## src/rtl/ps2_key_ctrl.sv

```systemverilog
// Sequencer between the PS/2 receiver FIFO and the scan-code ROM. It parses
// make/break/extended prefixes, tracks the held key and counts key presses.
module ps2_key_ctrl #(
  parameter int unsigned CNT_W = 8
) (
  input  logic             clk,
  input  logic             rst_n,
  input  logic [7:0]       ps2_data,
  input  logic             ps2_ready,
  input  logic             ps2_overflow,
  output logic             ps2_nextdata_n,
  output logic [7:0]       rom_addr,
  input  logic [7:0]       rom_data,
  output logic             key_valid,
  output logic [7:0]       key_scan,
  output logic [7:0]       key_ascii,
  output logic             key_event,
  output logic [CNT_W-1:0] press_cnt,
  output logic             err_ovf
);

  typedef enum logic [1:0] {IDLE, FETCH, DECODE, LOOKUP} state_t;

  localparam logic [7:0] BRK_CODE = 8'hF0;
  localparam logic [7:0] EXT_CODE = 8'hE0;

  state_t           state, state_d;
  logic [7:0]       byte_r, byte_d;
  logic             brk_flag, brk_d;
  logic             ext_flag, ext_d;
  logic             nextdata_d;
  logic             key_valid_d;
  logic [7:0]       key_scan_d;
  logic [7:0]       key_ascii_d;
  logic             key_event_d;
  logic [CNT_W-1:0] press_cnt_d;
  logic             err_ovf_d;

  // ROM address comes straight from the byte register so it never glitches
  assign rom_addr = byte_r;

  always_comb begin
    state_d     = state;
    byte_d      = byte_r;
    brk_d       = brk_flag;
    ext_d       = ext_flag;
    nextdata_d  = 1'b1;
    key_valid_d = key_valid;
    key_scan_d  = key_scan;
    key_ascii_d = key_ascii;
    key_event_d = 1'b0;
    press_cnt_d = press_cnt;
    err_ovf_d   = err_ovf | ps2_overflow;

    case (state)
      IDLE: begin
        if (ps2_ready) begin
          byte_d     = ps2_data;
          nextdata_d = 1'b0;
          state_d    = FETCH;
        end
      end
      FETCH: begin
        state_d = DECODE;
      end
      DECODE: begin
        state_d = IDLE;
        if (byte_r == BRK_CODE) begin
          brk_d = 1'b1;
        end else if (byte_r == EXT_CODE) begin
          ext_d = 1'b1;
        end else if (brk_flag) begin
          if (!ext_flag && key_valid && (byte_r == key_scan)) begin
            key_valid_d = 1'b0;
          end
          brk_d = 1'b0;
          ext_d = 1'b0;
        end else if (ext_flag) begin
          ext_d = 1'b0;
        end else if (!(key_valid && (byte_r == key_scan))) begin
          // typematic repeats of the held key fall through to IDLE uncounted
          state_d = LOOKUP;
        end
      end
      LOOKUP: begin
        key_scan_d  = byte_r;
        key_ascii_d = rom_data;
        key_valid_d = 1'b1;
        press_cnt_d = press_cnt + CNT_W'(1);
        key_event_d = 1'b1;
        state_d     = IDLE;
      end
      default: state_d = IDLE;
    endcase
  end

  always_ff @(posedge clk) begin
    if (!rst_n) begin
      state          <= IDLE;
      byte_r         <= '0;
      brk_flag       <= 1'b0;
      ext_flag       <= 1'b0;
      ps2_nextdata_n <= 1'b1;
      key_valid      <= 1'b0;
      key_scan       <= '0;
      key_ascii      <= '0;
      key_event      <= 1'b0;
      press_cnt      <= '0;
      err_ovf        <= 1'b0;
    end else begin
      state          <= state_d;
      byte_r         <= byte_d;
      brk_flag       <= brk_d;
      ext_flag       <= ext_d;
      ps2_nextdata_n <= nextdata_d;
      key_valid      <= key_valid_d;
      key_scan       <= key_scan_d;
      key_ascii      <= key_ascii_d;
      key_event      <= key_event_d;
      press_cnt      <= press_cnt_d;
      err_ovf        <= err_ovf_d;
    end
  end

endmodule
```

## config.mk

```make
export PLATFORM = sky130hd
export DESIGN_NAME = ps2_key_ctrl
export DESIGN_NICKNAME = d
export VERILOG_FILES = /design/src/rtl/ps2_key_ctrl.sv
export SDC_FILE = /design/constraint.sdc
export NUM_CORES = 1
export LEC_CHECK = 0
export ABC_CLOCK_PERIOD_IN_PS = 1500
export BUFFER_PORTS_ARGS = -buffer_cell sky130_fd_sc_hd__buf_4
export CAP_MARGIN = 15
export CORE_UTILIZATION = 35
export CTS_CLUSTER_SIZE = 20
export DETAILED_ROUTE_END_ITERATION = 8
export GPL_TIMING_DRIVEN = 0
export SLEW_MARGIN = 30
export SYNTH_ARGS = -nofsm -noshare
export SYNTH_HDL_FRONTEND = slang
export SYNTH_SLANG_ARGS = --single-unit
```

## constraint.sdc

```tcl
create_clock -name clk -period 1.5 [get_ports clk]
set_input_delay 0.375 -clock clk [delete_from_list [all_inputs] [get_ports clk]]
set_output_delay 0.375 -clock clk [all_outputs]
set_load 0.01 [all_outputs]
```

==> results_dict.tcl, run 1 <==
set metrics [dict create \
    vias_per_cell 4.66 \
    ys_types 30 \
    final_cell_mix "buf_4 (58), dfxtp_1 (40), nand2_1 (37)" \
    grt_max_degree 12 \
    critical_path.max_stage_delay_ns 0.45 \
    internal_power_mw 1.57 \
    finalCriticalPeriod_ns 1.30 \
    antennaDiodeCount 0 \
    timing.final.ws_setup_ns 0.197 \
    worstReg2RegStart "rom_addr[0]" \
    cts_buffer_depth 2 \
    grt_overflow 0 \
    dp.cells 288 \
    first_global_vias 1326 \
    setup_tns_ns 0 \
    synth_area_per_cell_um2 8.83 \
    worstPathRequired_ns 1.67 \
    synth-seq-cells 40 \
    status "completed" \
    synthArstFlopShare 0 \
    cts_tree "yes" \
    max_freq_ghz 0.768 \
    finClkSkew_ns 0.00642 \
    ant_nets 0 \
    mostFrequentLayoutCell "buf_4" \
    io_pins 56 \
    ctsHoldBuffers 0 \
    critPathArrivalTime_ns 1.48 \
    crit_path_end "state[1]" \
    worst_path_max_delay_cell "dfxtp_1" \
    p_leak_nw 0.938 \
    slew_headroom 0.671 \
    setup_violations 0 \
    fp-row-count 24 \
    areaGrowthSynthToFinish_pct 34.7 \
    cts_buffers 5 \
    die-height_um 69.6 \
    r2r_slack_ns 0.20 \
    clock_latency_ns 0.29 \
    wire_per_inst_um 12.3 \
    path_class "flop to flop" \
    place_congestion 0.740 \
    grt_pass1_wl_um 6180 \
    power_frac_seq 0.545 \
    path_clk_slew_ns 0.07 \
    drtIter0Drc 73 \
    holdWs_ns 0.252 \
    synthesis.area_um2 1600 \
    min_from "rst_n" \
    yosys_warnings 0 \
    max-vdd-ir-drop_uv 655 \
    final_cells 295 \
    crit_path_end_kind "flop" \
    cts_setup_buffers 0 \
    pwr-share-comb 0.137 \
    synth_edf_count 0 \
    worstSetupStartpointType "flop" \
    cts_sinks 40 \
    finalCritPeriodShare 0.868 \
    worstMarginPinSlew_ns 0.494 \
    syn_inst 181 \
    coreArea_um2 4380 \
    total_power_mw 2.12 \
    maxCapViolCount 0 \
    r2r_cells 4 \
    cp_max_fo 5 \
    cp_cell_sequence "xor2_1 -> nor4_1 -> and3_1 -> a211oi_1" \
    place_ws_ns 0.0457 \
    drc 0 \
    dr_total_vias 1376 \
    ys_seq_area_frac 0.501 \
    p_per_area_nw_per_um2 982 \
    dp_hpwl_um 2620 \
    worstHoldPathType "input pin to flop" \
    p_switching_mw 0.545 \
    drv_slew 0 \
    seqCellArea_um2 801 \
    start_util 0.365 \
    swShare 0.258 \
    fillers 448 \
    io_buffers 55 \
    root_buffer "clkbuf_8" \
    post_cts_resized 0 \
    finalHoldViolations 0 \
    multi_input_area_um2 736 \
    dieArea_um2 4840 \
    final_layout_size_suffix_gt1_frac 0.305 \
    rsz0062_at_grt "no" \
    pwr-share-clk 0.318 \
    antenna_found_initial 0 \
    die_width_um 69.6 \
    synth-main-ff-cell "dfxtp_1" \
    syn-num-nets 202 \
    wl_um 3640 \
    ctsHtreeMaxLevel 2 \
    grt_usage 0.161 \
    r2r_end "state[1]" \
    fin_nets 264 \
    drt_first_pass_iters 4 \
    timing.critical_path.from "rom_addr[0]" \
]
==> worst max-delay path, delay by kind of cell, from the launching register on <==
kind	cells	cell delay [ns]
AO/OA/AOI/OAI	1	0.09
XOR/XNOR	1	0.10
flip-flops	1	0.45
AND/OR/NAND/NOR	2	0.57
==> kinds of logic (layout without fill, tap and decap cells) <==
logic type	after synthesis	after routing	share of synthesized area
simple gates	81	81	0.233
mux	7	7	0.0438
buf+inv	11	73	0.0391
xor+xnor	15	15	0.0822
fa+ha+maj	1	1	0.00782
compound gates	26	26	0.0931
flops	40	40	0.501
==> metal layers <==
metal	part of all wire	GRT usage
met1	0.48	0.211
met5	0	0
met3	0.054	0.0523
met4	0.010	0.0408
met2	0.46	0.257
==> state kept, by name, indices dropped and copies added (netlist names) <==
register / count
brk_flag: 1
err_ovf: 1
ext_flag: 1
key_ascii: 8
key_event: 1
key_scan: 8
key_valid: 1
press_cnt: 8
ps2_nextdata_n: 1
rom_addr: 8
state: 2
==> stage by stage <==
| stage | instance area (um^2) | utilization |
|---|---|---|
| final | 2150 | 0.491 |
| after global routing | 2150 | 0.491 |
| after CTS | 2150 | 0.491 |
| after detailed placement | 2080 | 0.474 |
| after global placement | 2080 | 0.474 |
| after floorplan | 1600 | - |
==> cell usage after synthesis (all sizes together) (2+ instances only) <==
cell type	number	share of area
nand2	38	0.091
nor2b	2	0.0078
dfxtp	40	0.50
and3	3	0.012
nor3b	3	0.020
a31oi	2	0.0078
nand4	5	0.023
a211oi	3	0.017
a21oi	20	0.063
mux2i	7	0.044
xnor2	5	0.027
buf	8	0.032
nor2	26	0.063
inv	2	0.0047
xor2	10	0.055
==> power groups by stage <==
stage / Clock, mW / Combinational, mW / Sequential [mW]
3_5_place_dp: 0 / 0.292 / 1.18
4_1_cts: 0.700 / 0.293 / 1.15
6_report: 0.673 / 0.289 / 1.15
5_1_grt: 0.741 / 0.320 / 1.16
2_1_floorplan: 0 / 0.157 / 1.18
3_3_place_gp: 0 / 0.291 / 1.18
==> worst min-delay path by stage <==
| stage | cells after the start | end |
|---|---|---|
| global placement | 2 | key_ascii[1] |
| detailed placement | 2 | key_ascii[1] |
| global route | 2 | ps2_nextdata_n |
| floorplan | 1 | ps2_nextdata_n |
| finish | 2 | ps2_nextdata_n |
| CTS | 2 | ps2_nextdata_n |
==> cell type report <==
class                      count  area share
timing repair buffer          55       0.192
inverter                       2     0.00348
multi-input combinational    130       0.341
clock inverter                 1     0.00232
clock buffer                   6      0.0337
buffer                         9      0.0256
sequential                    40       0.372
tap                           52      0.0302
Note: power is estimated with default switching activity, not from simulation.
==> inputs of run 2 (changes only) <==
CTS_BUF_LIST = sky130_fd_sc_hd__clkbuf_8   (was unset)
==> results_dict.tcl, run 2 (synthesis gave the netlist of run 1 again) <==
set metrics [dict create \
    path_class "flop to flop" \
    grt_usage 0.161 \
    total_power_mw 2.11 \
    r2r_slack_ns 0.20 \
    p_per_area_nw_per_um2 979 \
    cp_max_fo 5 \
    timing.final.ws_setup_ns 0.196 \
    wl_um 3640 \
    finClkSkew_ns 0.00572 \
    wire_per_inst_um 12.3 \
    cts_setup_buffers 0 \
    critical_path.max_stage_delay_ns 0.45 \
    finalHoldViolations 0 \
    mostFrequentLayoutCell "buf_4" \
    dp_hpwl_um 2620 \
    crit_path_end_kind "flop" \
    root_buffer "clkbuf_8" \
    maxCapViolCount 0 \
    worstReg2RegStart "rom_addr[0]" \
    die-height_um 69.6 \
    grt_overflow 0 \
    r2r_end "state[1]" \
    critPathArrivalTime_ns 1.48 \
    cts_sinks 40 \
    worstMarginPinSlew_ns 0.494 \
    die_width_um 69.6 \
    fin_nets 264 \
    slew_headroom 0.671 \
    rsz0062_at_grt "no" \
    ctsHtreeMaxLevel 2 \
    worstSetupStartpointType "flop" \
    areaGrowthSynthToFinish_pct 34.7 \
    start_util 0.365 \
    cp_cell_sequence "xor2_1 -> nor4_1 -> and3_1 -> a211oi_1" \
    dieArea_um2 4840 \
    final_cell_mix "buf_4 (58), dfxtp_1 (40), nand2_1 (37)" \
    drt_first_pass_iters 4 \
    hold-path-cell-count 2 \
    path_clk_slew_ns 0.07 \
    clock_latency_ns 0.29 \
    status "completed" \
    worstPathRequired_ns 1.67 \
    r2r_cells 4 \
    grt_max_degree 12 \
    dr_total_vias 1376 \
    io_buffers 55 \
    max-vdd-ir-drop_uv 655 \
    p_leak_nw 0.942 \
    ctsHoldBuffers 0 \
    drv_slew 0 \
    max_freq_ghz 0.767 \
    first_global_vias 1326 \
    drc 0 \
    finalCriticalPeriod_ns 1.30 \
    antennaDiodeCount 0 \
    place_ws_ns 0.0457 \
    coreArea_um2 4380 \
    vias_per_cell 4.66 \
    worstHoldPathType "input pin to flop" \
    worst_path_max_delay_cell "dfxtp_1" \
    setup_tns_ns 0 \
    finalCritPeriodShare 0.869 \
    cts_buffer_depth 2 \
    min_from "rst_n" \
    place_congestion 0.740 \
    cts_buffers 5 \
    cts_tree "yes" \
    post_cts_resized 0 \
    final_layout_size_suffix_gt1_frac 0.305 \
    antenna_found_initial 0 \
    ant_nets 0 \
    whs_endpoint "ps2_nextdata_n" \
    grt_pass1_wl_um 6180 \
    io_pins 56 \
    fp-row-count 24 \
    drtIter0Drc 73 \
    setup_violations 0 \
]
run 2: cell types whose count changed in the layout (fill, tap and decap cells not counted):
cell      previous run  this run
inv_1                2         3
clkbuf_1             2         1
run 2: metal layers:
metal  vias up  share of wire  track usage
met5         -              0            0
met4         0          0.010       0.0408
met3         5          0.054       0.0523
met2        36           0.46        0.257
met1       617           0.48        0.211
li1        718              -            -
run 2: through the flow:
step	cells	util	hold WS [ns]	cell area, um^2
2_1_floorplan	181	-	0.437	1600
3_3_place_gp	288	0.474	0.444	2080
3_5_place_dp	288	0.474	0.449	2080
4_1_cts	295	0.491	0.245	2150
5_1_grt	295	0.491	0.250	2150
6_report	295	0.491	0.252	2150
run 2: how the worst max path moves through the flow:
stage                     cells after the start            to         from  slack, ns
after CTS                                     4      state[1]  rom_addr[0]       0.18
after detailed placement                      5  press_cnt[0]        rst_n       0.05
final                                         4      state[1]  rom_addr[0]       0.20
after floorplan                               4     key_valid  rom_addr[7]       0.31
after global placement                        5       err_ovf        rst_n       0.05
after global routing                          4      state[0]  rom_addr[1]       0.07
run 2: power breakdown:
part           switching [mW]  total [mW]  internal [mW]
registers              0.0497        1.15           1.10
clock network           0.358       0.668          0.310
logic                   0.139       0.289          0.150
run 2: cell type report:
| type | count | area [um^2] |
|---|---|---|
| well taps | 52 | 65.1 |
| fillers | 448 | 2230 |
| flip-flops and latches | 40 | 801 |
| inverters | 2 | 7.51 |
| clock inverters | 2 | 8.76 |
| plain buffers | 9 | 55.1 |
| multi-input cells | 130 | 736 |
| clock buffers | 5 | 68.8 |
| repair buffers | 55 | 413 |
run 2: worst max-delay path, delay by kind of cell, from the launching register on:
| family | cells | cell delay (ns) |
|---|---|---|
| simple gates | 2 | 0.57 |
| flops | 1 | 0.45 |
| xor+xnor | 1 | 0.10 |
| compound gates | 1 | 0.09 |
==> inputs of run 3 (changes only) <==
CORE_MARGIN = 3   (was unset)
GPL_ROUTABILITY_DRIVEN = 0   (was unset)
SLEW_MARGIN = 20   (was 30)
==> results_dict.tcl, run 3 (synthesis gave the netlist of run 1 again) <==
set metrics [dict create \
    setup_tns_ns 0 \
    whs_endpoint "ps2_nextdata_n" \
    max-vdd-ir-drop_uv 513 \
    min_from "rst_n" \
    max_freq_ghz 0.688 \
    final_cells 294 \
    setup_violations 0 \
    dr_total_vias 1407 \
    io_pins 56 \
    maxCapViolCount 0 \
    r2r_slack_ns 0.05 \
    fillers 418 \
    path_clk_slew_ns 0.07 \
    finalCriticalPeriod_ns 1.45 \
    grt_pass1_wl_um 6030 \
    path_delay_family "simple AND/OR/NAND/NOR gates" \
    slew_headroom 0.669 \
    worstSetupStartpointType "flop" \
    dp.cells 286 \
    ant_nets 0 \
    status "completed" \
    r2r_end "state[1]" \
    antenna_found_initial 0 \
    mostFrequentLayoutCell "buf_4" \
    drtIter0Drc 93 \
    grt_usage 0.144 \
    grt_max_degree 12 \
    hold-path-cell-count 2 \
    dieArea_um2 5420 \
    drt_first_pass_iters 4 \
    dp_hpwl_um 2750 \
    cp_cell_sequence "xor2_1 -> nor4_1 -> and3_1 -> a211oi_1" \
    timing.final.ws_setup_ns 0.0461 \
    io_buffers 55 \
    ctsHtreeMaxLevel 2 \
    grt_overflow 0 \
    areaGrowthSynthToFinish_pct 35.4 \
    p_per_area_nw_per_um2 992 \
    root_buffer "clkbuf_8" \
    coreArea_um2 4200 \
    worstMarginPinSlew_ns 0.496 \
    first_global_vias 1260 \
    path_class "flop to flop" \
    critPathArrivalTime_ns 1.62 \
    p_leak_nw 0.951 \
    cts_buffer_depth 2 \
    post_cts_resized 0 \
    start_util 0.381 \
    vias_per_cell 4.79 \
    final_layout_size_suffix_gt1_frac 0.303 \
    fp-row-count 23 \
    fin_util 0.515 \
    cts_buffers 5 \
    r2r_cells 4 \
    drc 0 \
    wire_per_inst_um 12.6 \
    finClkSkew_ns 0.00308 \
    cts_tree "yes" \
    worstPathRequired_ns 1.67 \
    die_width_um 73.6 \
    rsz0062_at_grt "no" \
    worst_path_max_delay_cell "dfxtp_1" \
    crit_path_end_kind "flop" \
    worstReg2RegStart "rom_addr[0]" \
    worstHoldPathType "input pin to flop" \
    final_cell_mix "buf_4 (58), dfxtp_1 (40), nand2_1 (37)" \
    cts_setup_buffers 0 \
    cp_max_fo 5 \
    fin_nets 264 \
    antennaDiodeCount 0 \
    place_ws_ns 0.0606 \
    ctsHoldBuffers 0 \
    worst-path-buf-inv 0 \
    cts_sinks 40 \
    finalCritPeriodShare 0.969 \
    die-height_um 73.6 \
    finalHoldViolations 0 \
    wl_um 3720 \
    holdWs_ns 0.258 \
    critical_path.max_stage_delay_ns 0.43 \
    drv_slew 0 \
    clock_latency_ns 0.28 \
]
-- run 3: changes by cell type in the layout (fill, tap and decap cells not counted) --
cell      previous run  this run
clkbuf_8             5         6
clkinv_2             1         0
inv_1                3         4
-- run 3: how the worst max path moves through the flow --
stage	startpoint	endpoint	slack (ns)	depth (start not counted)
floorplan	rom_addr[7]	key_valid	0.31	4
global placement	rst_n	err_ovf	0.07	5
detailed placement	rst_n	press_cnt[5]	0.06	5
CTS	rom_addr[0]	state[1]	0.11	4
global route	rom_addr[0]	state[1]	0.04	4
finish	rom_addr[0]	state[1]	0.05	4
-- run 3: worst register-to-register path, delay by kind of cell (launching register included) --
family          cells  cell delay [ns]
compound gates      1             0.09
xor+xnor            1             0.10
flops               1             0.43
simple gates        2             0.71
-- run 3: through the flow --
| step | power (mW) | cell area, um^2 |
|---|---|---|
| 6_report | 2.15 | 2160 |
| 5_1_grt | 2.27 | 2160 |
| 4_1_cts | 2.18 | 2160 |
| 3_5_place_dp | 1.47 | 2070 |
| 3_3_place_gp | 1.47 | 2070 |
| 2_1_floorplan | 1.34 | 1600 |
-- run 3: cell type report --
type | instances | area, um^2 | share of cell area
Clock buffer | 6 | 82.6 | 0.0382
Timing Repair Buffer | 55 | 413 | 0.191
Inverter | 2 | 7.51 | 0.00347
Multi-Input combinational cell | 130 | 736 | 0.340
Buffer | 9 | 55.1 | 0.0254
Sequential cell | 40 | 801 | 0.370
Tap cell | 50 | 62.6 | 0.0289
Clock inverter | 2 | 7.51 | 0.00347
-- run 3: power by group --
part,leakage (nW),switching (mW),total [mW],internal [mW]
combinational,0.572,0.141,0.291,0.150
clock,0.0538,0.343,0.704,0.361
sequential,0.325,0.0487,1.15,1.10
-- run 3: layer usage --
layer	up-vias	part of all wire	global-route usage
met1	642	0.46	0.199
met3	5	0.075	0.0438
met5	-	0	0
li1	722	-	-
met4	0	0.014	0.0483
met2	38	0.45	0.215
